File: src/rtl/aes_pkg.sv
// Shared definitions for the AES block sequencer: block width, chaining-mode
// encodings and the sequencer state encoding.
package aes_pkg;

    localparam int BLK_W = 128;

    localparam logic [2:0] MODE_ECB = 3'b000;
    localparam logic [2:0] MODE_CBC = 3'b001;
    localparam logic [2:0] MODE_CFB = 3'b010;
    localparam logic [2:0] MODE_OFB = 3'b011;
    localparam logic [2:0] MODE_CTR = 3'b100;

    typedef enum logic [2:0] {
        ST_IDLE  = 3'd0,
        ST_LOAD  = 3'd1,
        ST_ISSUE = 3'd2,
        ST_WAIT  = 3'd3,
        ST_EMIT  = 3'd4
    } state_e;

    // Encodings above MODE_CTR are reserved and rejected at command time.
    function automatic logic mode_is_valid(input logic [2:0] mode);
        return (mode <= MODE_CTR);
    endfunction

endpackage

File: src/rtl/aes_chain_state.sv
// Chaining state for the sequencer: the feedback register (CBC/CFB/OFB)
// and the 128-bit counter (CTR). Both are seeded from the command IV.
module aes_chain_state
    import aes_pkg::*;
(
    input  logic             clk,
    input  logic             reset,
    input  logic             load_iv,
    input  logic [BLK_W-1:0] iv,
    input  logic             fb_update,
    input  logic             ctr_inc,
    input  logic [2:0]       mode,
    input  logic [BLK_W-1:0] cipher,
    input  logic [BLK_W-1:0] core_out,
    output logic [BLK_W-1:0] fb,
    output logic [BLK_W-1:0] ctr
);

    logic [BLK_W-1:0] fb_q,  fb_d;
    logic [BLK_W-1:0] ctr_q, ctr_d;

    // Next-state selection: IV load wins, otherwise apply the per-block update.
    always_comb begin
        // NOTE: every combinational output gets a default first so no path
        // leaves it unassigned, which would otherwise infer a latch.
        fb_d  = fb_q;
        ctr_d = ctr_q;
        if (load_iv) begin
            fb_d  = iv;
            ctr_d = iv;
        end else begin
            if (fb_update) begin
                // OFB feeds back the raw keystream; CBC/CFB feed back ciphertext.
                fb_d = (mode == MODE_OFB) ? core_out : cipher;
            end
            if (ctr_inc) begin
                // Natural 128-bit overflow gives the required all-ones -> 0 wrap.
                ctr_d = ctr_q + {{(BLK_W-1){1'b0}}, 1'b1};
            end
        end
    end

    // State registers with synchronous reset.
    always_ff @(posedge clk) begin
        // NOTE: sequential state uses non-blocking assignments so every
        // register samples pre-edge values regardless of block ordering.
        if (reset) begin
            fb_q  <= '0;
            ctr_q <= '0;
        end else begin
            fb_q  <= fb_d;
            ctr_q <= ctr_d;
        end
    end

    assign fb  = fb_q;
    assign ctr = ctr_q;

endmodule

File: src/rtl/aes_block_sequencer.sv
// Multi-block AES encryption sequencer: accepts a command, streams plaintext
// blocks through the shared encrypt core one at a time, applies the selected
// chaining mode and returns ciphertext on a valid/ready stream.
module aes_block_sequencer
    import aes_pkg::*;
#(
    parameter int LEN_W = 16
) (
    input  logic             clk,
    input  logic             reset,
    input  logic             cmd_valid,
    output logic             cmd_ready,
    input  logic [2:0]       cmd_mode,
    input  logic [LEN_W-1:0] cmd_nblocks,
    input  logic [BLK_W-1:0] cmd_iv,
    input  logic             in_valid,
    output logic             in_ready,
    input  logic [BLK_W-1:0] in_data,
    output logic             out_valid,
    input  logic             out_ready,
    output logic [BLK_W-1:0] out_data,
    output logic             out_last,
    output logic             core_start,
    output logic [BLK_W-1:0] core_in,
    input  logic [BLK_W-1:0] core_out,
    input  logic             core_done,
    output logic             cmd_done,
    output logic             cmd_err,
    output logic             busy
);

    state_e           state_q,     state_d;
    logic [2:0]       mode_q,      mode_d;
    logic [LEN_W-1:0] remaining_q, remaining_d;
    logic [BLK_W-1:0] p_q,         p_d;
    logic [BLK_W-1:0] core_in_q,   core_in_d;
    logic [BLK_W-1:0] out_data_q,  out_data_d;
    logic             cmd_done_q,  cmd_done_d;
    logic             cmd_err_q,   cmd_err_d;

    logic [BLK_W-1:0] fb, ctr, cipher, core_in_sel;
    logic             cmd_hs, in_hs, out_hs, blk_done, last_blk;

    assign cmd_hs   = cmd_valid && (state_q == ST_IDLE);
    assign in_hs    = in_valid  && (state_q == ST_LOAD);
    assign out_hs   = out_ready && (state_q == ST_EMIT);
    assign blk_done = core_done && (state_q == ST_WAIT);
    assign last_blk = (remaining_q == '0);

    // Chaining datapath: core input per mode, and ciphertext from the core result.
    always_comb begin
        cipher      = core_out ^ p_q;
        core_in_sel = ctr;
        case (mode_q)
            MODE_ECB:          core_in_sel = in_data;
            MODE_CBC:          core_in_sel = in_data ^ fb;
            MODE_CFB,
            MODE_OFB:          core_in_sel = fb;
            default:           core_in_sel = ctr;
        endcase
        if (mode_q == MODE_ECB || mode_q == MODE_CBC) begin
            cipher = core_out;
        end
    end

    // Sequencer FSM and per-block register updates.
    always_comb begin
        state_d     = state_q;
        mode_d      = mode_q;
        remaining_d = remaining_q;
        p_d         = p_q;
        core_in_d   = core_in_q;
        out_data_d  = out_data_q;
        cmd_done_d  = 1'b0;
        cmd_err_d   = 1'b0;
        case (state_q)
            ST_IDLE: begin
                if (cmd_hs) begin
                    mode_d      = cmd_mode;
                    remaining_d = cmd_nblocks;
                    if (!mode_is_valid(cmd_mode) || cmd_nblocks == '0) begin
                        cmd_done_d = 1'b1;
                        cmd_err_d  = !mode_is_valid(cmd_mode);
                    end else begin
                        state_d = ST_LOAD;
                    end
                end
            end
            ST_LOAD: begin
                if (in_hs) begin
                    p_d       = in_data;
                    core_in_d = core_in_sel;
                    state_d   = ST_ISSUE;
                end
            end
            ST_ISSUE: state_d = ST_WAIT;
            ST_WAIT: begin
                if (blk_done) begin
                    out_data_d  = cipher;
                    remaining_d = remaining_q - 1'b1;
                    state_d     = ST_EMIT;
                end
            end
            ST_EMIT: begin
                if (out_hs) begin
                    state_d = last_blk ? ST_IDLE : ST_LOAD;
                end
            end
            default: state_d = ST_IDLE;
        endcase
    end

    // Sequencer registers; reset also drops any in-flight block.
    always_ff @(posedge clk) begin
        if (reset) begin
            state_q     <= ST_IDLE;
            mode_q      <= MODE_ECB;
            remaining_q <= '0;
            p_q         <= '0;
            core_in_q   <= '0;
            out_data_q  <= '0;
            cmd_done_q  <= 1'b0;
            cmd_err_q   <= 1'b0;
        end else begin
            state_q     <= state_d;
            mode_q      <= mode_d;
            remaining_q <= remaining_d;
            p_q         <= p_d;
            core_in_q   <= core_in_d;
            out_data_q  <= out_data_d;
            cmd_done_q  <= cmd_done_d;
            cmd_err_q   <= cmd_err_d;
        end
    end

    aes_chain_state u_chain (
        .clk       (clk),
        .reset     (reset),
        .load_iv   (cmd_hs),
        .iv        (cmd_iv),
        .fb_update (blk_done && (mode_q == MODE_CBC || mode_q == MODE_CFB ||
                                 mode_q == MODE_OFB)),
        .ctr_inc   (blk_done && (mode_q == MODE_CTR)),
        .mode      (mode_q),
        .cipher    (cipher),
        .core_out  (core_out),
        .fb        (fb),
        .ctr       (ctr)
    );

    assign cmd_ready  = (state_q == ST_IDLE);
    assign in_ready   = (state_q == ST_LOAD);
    assign core_start = (state_q == ST_ISSUE);
    assign out_valid  = (state_q == ST_EMIT);
    assign out_last   = (state_q == ST_EMIT) && last_blk;
    assign busy       = (state_q != ST_IDLE);
    assign core_in    = core_in_q;
    assign out_data   = out_data_q;
    // Degenerate commands end via the registered pulse; real commands end
    // combinationally in the final output handshake cycle.
    assign cmd_done   = cmd_done_q || (out_hs && last_blk);
    assign cmd_err    = cmd_err_q;

endmodule
File: config.mk
export PLATFORM = sky130hd
export DESIGN_NAME = aes_block_sequencer
export DESIGN_NICKNAME = d
export VERILOG_FILES = /design/src/rtl/aes_pkg.sv /design/src/rtl/aes_chain_state.sv /design/src/rtl/aes_block_sequencer.sv
export SDC_FILE = /design/constraint.sdc
export NUM_CORES = 2
export LEC_CHECK = 0
export ABC_CLOCK_PERIOD_IN_PS = 2900
export CORE_MARGIN = 4
export CORE_UTILIZATION = 40
export CTS_BUF_LIST = sky130_fd_sc_hd__clkbuf_4
export CTS_CLUSTER_DIAMETER = 100
export DETAILED_ROUTE_END_ITERATION = 6
export SYNTH_ARGS = -nofsm -noshare
export SYNTH_HDL_FRONTEND = slang
export SYNTH_SLANG_ARGS = --single-unit
File: constraint.sdc
create_clock -name clk -period 2.9 [get_ports clk]
set_input_delay 0.58 -clock clk [delete_from_list [all_inputs] [get_ports clk]]
set_output_delay 0.58 -clock clk [all_outputs]
set_load 0.02 [all_outputs]
==> results.txt <==
- For this design the static power due to leakage is 15.9 nW.
* Cell Rows: approximately 110
- Setup crit start kind: flip-flop
- Registers take around 13000 µm².
- Number of clock sinks: 664
* Total GRT Usage: 32.2%
* Fraction of synthesized area in multiplexers: less than 1%
- Syn_nets: around 5k
- The number of placed instances, taps included, is around 6.4k.
- Data required time at the worst endpoint: around 2.3 ns
- Once routing completed, OpenROAD measured the worst setup slack at -0.625 ns.
- Final worst-path cycle share: 122%
- Violations in the final reports: setup timing
- Least-Margin Pin Slew: 1.07 ns
* Global-route wire length before repair: 227000 µm
- The worst pin sits at a relative slew slack of 28.5%.
* Outcome: finished, violations left
- Summing internal, switching and leakage power gives 28.1 mW.
- Yosys printed 0 warnings.
- Leaving out fill and tap cells, the most frequent cell in the layout is sky130_fd_sc_hd__nand2_1.
- At the end of routability-driven placement, the weighted congestion stood at 0.963.
* Synth cell types: 67
- Area fraction in and, or, nand and nor cells after synthesis: between 20% and 30%
- Data arrives at the worst endpoint at between 2 and 3 ns.
- In this run the worst hold path is classified as in -> reg.
* Area share of fa/ha/maj cells after synthesis: 0.0725%
- Standard cell core area: 85400 µm²
- STA classifies the critical path endpoint as an output port.
- Across the run, the number of max-cap violations was 0.
* Die boundary height: between 300 and 400 µm
- Number of pins with negative max-slew slack in the final report: 0
* Fraction of final layout cells with drive strength greater than 1: roughly an eighth
- Drt wl/cell: 22.7 µm
- Derived from the worst setup path, the maximum achievable clock frequency is 284 MHz.
- Number of global-route vias before repair: 36.3k
- Largest voltage drop on the vdd net: 0.330 mV
* Sequential area share after synthesis: 38.5%
- For this run, the leading register cell type out of synthesis is sky130_fd_sc_hd__dfxtp_1.
- The worst setup path is of the reg -> out kind.
- Power spread over the standard cell area amounts to slightly below 600 nW/µm².
- The top cell types in the final layout, fill and taps aside, are sky130_fd_sc_hd__nand2_1, sky130_fd_sc_hd__clkdlybuf4s50_1, sky130_fd_sc_hd__dfxtp_1.
- After routing, the total negative slack on setup checks comes to -1.18 ns.
- Post-detail-place hpwl: 112000 µm
- Synthesis produced a netlist whose cell count is 4615.
- Final nets: ~6k
- Flip-flop and latch count after synthesis: 664
- After detailed routing, the number of vias per cell comes to 5.66.
- Root buffer selected by CTS: sky130_fd_sc_hd__clkbuf_4
- The number of hold-slack violations in the final timing report came to 0.
* GRT overflow: 0
* Clock network latency to the later pin of the worst-skew pair: 1.10 ns
- Non-filler cells in the finished layout: 6764
- Mean post-synth cell area: approximately 7.5 µm²
* Pin count of the biggest net entering global routing: roughly 160
- In the final layout, the multi-input gates occupy 19900 µm².
- The final route contains 38.3k vias.
* Post-detailed-route DRC marker count: 0
- Fin util: 55.6%
- Setup violations remaining at the end of the flow were counted as 2.
* Width of the chip: 302 µm
- # H-tree levels: 4
* Post-synthesis async set-or-reset flop share: 0%
* Post-synthesis xor/xnor area fraction: 8.27%
* Clock Path Buffers: 3
- Setup repair after global routing could not meet its margin everywhere.
* Filler cell count in the final layout: 8332
- Number of buffers added by the clock tree synthesis step: 189
- For the finished layout, the period the worst path requires is 3.52 ns.
- Yosys mapped a number of flops with a built-in enable equal to 0.
- Starting density of the core: 40.4%
- Count of routing violations after the opening detailed-route iteration: 3699
* Number of search-and-repair iterations in the first detailed-routing pass: 7
* Sum of routed wire length over all layers: 154000 µm
- Port bufs: 672
- The mapped netlist covers approximately 35000 µm².
- Dominant combinational cell family by area after synthesis: simple AND/OR/NAND/NOR gates
- Clock skew after layout: 0.0552 ns
* Worst Path Max Fanout: 2
* TritonCTS clock tree: done
* Number of antenna violations at the first check in global routing: 17
* Fraction of the mapped netlist area in compound gates: 23.5%
* Clk pin slew, worst setup/hold paths: 0.06 ns
- Area of the die: 91100 µm²
- Remaining antenna violation count after routing: 0
* I/O pin count: between 600 and 700
* Relative area change from synthesis to final layout: 37.5%
## final timing paths
path	start	endpoint	slack, ns	depth (start not counted)
setup reg to reg	u_chain.ctr[78]$_SDFFE_PP0P_	u_chain.ctr[125]$_SDFFE_PP0P_	0.10	7
setup / recovery	remaining_q[0]$_SDFFE_PP0P_	cmd_done	-0.62	10
hold / removal	cmd_iv[34]	u_chain.ctr[34]$_SDFFE_PP0P_	0.10	3
hold reg to reg	u_chain.fb[111]$_SDFFE_PP0P_	u_chain.fb[111]$_SDFFE_PP0P_	0.47	2
## where the power goes
group	switching, mW	internal [mW]	leakage [nW]
Sequential	0.928	10.1	5.43
Combinational	4.72	3.38	9.11
Clock	4.28	4.61	1.41
## metal layers
metal / track usage, % / vias up / routed length (µm)
met5: 0 / - / 38
met4: 12.4 / 6 / 5590
li1: - / 18300 / -
met3: 6.99 / 318 / 12000
met1: 42.3 / 18000 / 65400
met2: 51.9 / 1593 / 70600
## critical path, stage by stage, from the launching register on
cell                      delay, ns
sky130_fd_sc_hd__dfxtp_2       0.32
sky130_fd_sc_hd__inv_2         0.06
sky130_fd_sc_hd__ha_4          0.13
sky130_fd_sc_hd__nor2b_4       0.15
sky130_fd_sc_hd__nand3_2       0.08
sky130_fd_sc_hd__or4_4         0.43
sky130_fd_sc_hd__nor4_2        0.14
sky130_fd_sc_hd__buf_4         0.15
sky130_fd_sc_hd__and2_4        0.14
sky130_fd_sc_hd__a21o_1        0.15
sky130_fd_sc_hd__buf_6         0.13
## stage by stage
step           hold WS, ns  setup slack, ns  instance area (µm²)
2_1_floorplan        0.445            0.117                34500
5_1_grt             0.0546           -0.764                47400
3_5_place_dp         0.460           -0.735                44600
4_1_cts            0.00119           -0.727                47300
6_report             0.101           -0.625                47500
3_3_place_gp         0.452           -0.587                44600
## state kept, by name, indices dropped and copies added, names as in the netlist
| register | count |
|---|---|
| core_in | 128 |
| out_data | 128 |
| p_q | 128 |
| u_chain.ctr | 128 |
| u_chain.fb | 128 |
| remaining_q | 16 |
| mode_q | 3 |
| state_q | 3 |
| cmd_done_q | 1 |
| cmd_err | 1 |
## synthesized netlist by cell type, types with 7 or more instances
| cell type | count | share of area [%] |
|---|---|---|
| sky130_fd_sc_hd__nand4_1 | 84 | 1.5 |
| sky130_fd_sc_hd__a211o_1 | 114 | 2.9 |
| sky130_fd_sc_hd__or3_1 | 29 | 0.53 |
| sky130_fd_sc_hd__nor4_1 | 87 | 1.6 |
| sky130_fd_sc_hd__nor2_1 | 471 | 5.1 |
| sky130_fd_sc_hd__nor2b_1 | 8 | 0.15 |
| sky130_fd_sc_hd__o211ai_1 | 8 | 0.17 |
| sky130_fd_sc_hd__or4_1 | 13 | 0.28 |
| sky130_fd_sc_hd__a21oi_1 | 429 | 6.2 |
| sky130_fd_sc_hd__mux2_2 | 12 | 0.39 |
| sky130_fd_sc_hd__and2_1 | 11 | 0.20 |
| sky130_fd_sc_hd__clkbuf_1 | 340 | 3.7 |
| sky130_fd_sc_hd__buf_1 | 24 | 0.26 |
| sky130_fd_sc_hd__o311ai_0 | 107 | 2.7 |
| sky130_fd_sc_hd__buf_2 | 12 | 0.17 |
| sky130_fd_sc_hd__o21ai_0 | 308 | 4.5 |
| sky130_fd_sc_hd__a211oi_1 | 231 | 5.0 |
| sky130_fd_sc_hd__nand3_1 | 200 | 2.9 |
| sky130_fd_sc_hd__xnor2_1 | 47 | 1.2 |
| sky130_fd_sc_hd__xor2_1 | 279 | 7.1 |
| sky130_fd_sc_hd__dfxtp_1 | 664 | 39 |
| sky130_fd_sc_hd__nand2_1 | 873 | 9.5 |
| sky130_fd_sc_hd__and4_1 | 18 | 0.46 |
| sky130_fd_sc_hd__a31oi_1 | 11 | 0.20 |
| sky130_fd_sc_hd__and3_1 | 20 | 0.36 |
| sky130_fd_sc_hd__nor3_1 | 67 | 0.97 |
| sky130_fd_sc_hd__a311oi_1 | 35 | 0.89 |
| sky130_fd_sc_hd__inv_1 | 19 | 0.21 |
| sky130_fd_sc_hd__mux2i_1 | 7 | 0.20 |
| sky130_fd_sc_hd__or2_2 | 9 | 0.16 |
## kinds of logic after synthesis
| logic type | after synthesis |
|---|---|
| simple gates | 1922 |
| xor+xnor | 326 |
| flops | 664 |
| compound gates | 1281 |
| fa+ha+maj | 2 |
| mux | 19 |
| buf+inv | 401 |
## area by class of cell
cell class	instances	area share (%)
multi-input cells	3550	41.9
flip-flops and latches	664	28.0
inverters	20	0.163
well taps	1144	3.02
clock inverters	44	0.548
repair buffers	1050	21.8
clock buffers	278	4.40
diodes	14	0.0738
## what timing repair did
item	4_1_cts	5_1_grt
setup endpoints to repair	8	36
gates resized for setup	44	16
hold buffers	22	0
pin swaps	2	5
buffers inserted	1	9
hold endpoints to repair	58	0
gates cloned	0	0
Power figures use the tool's default switching activity.
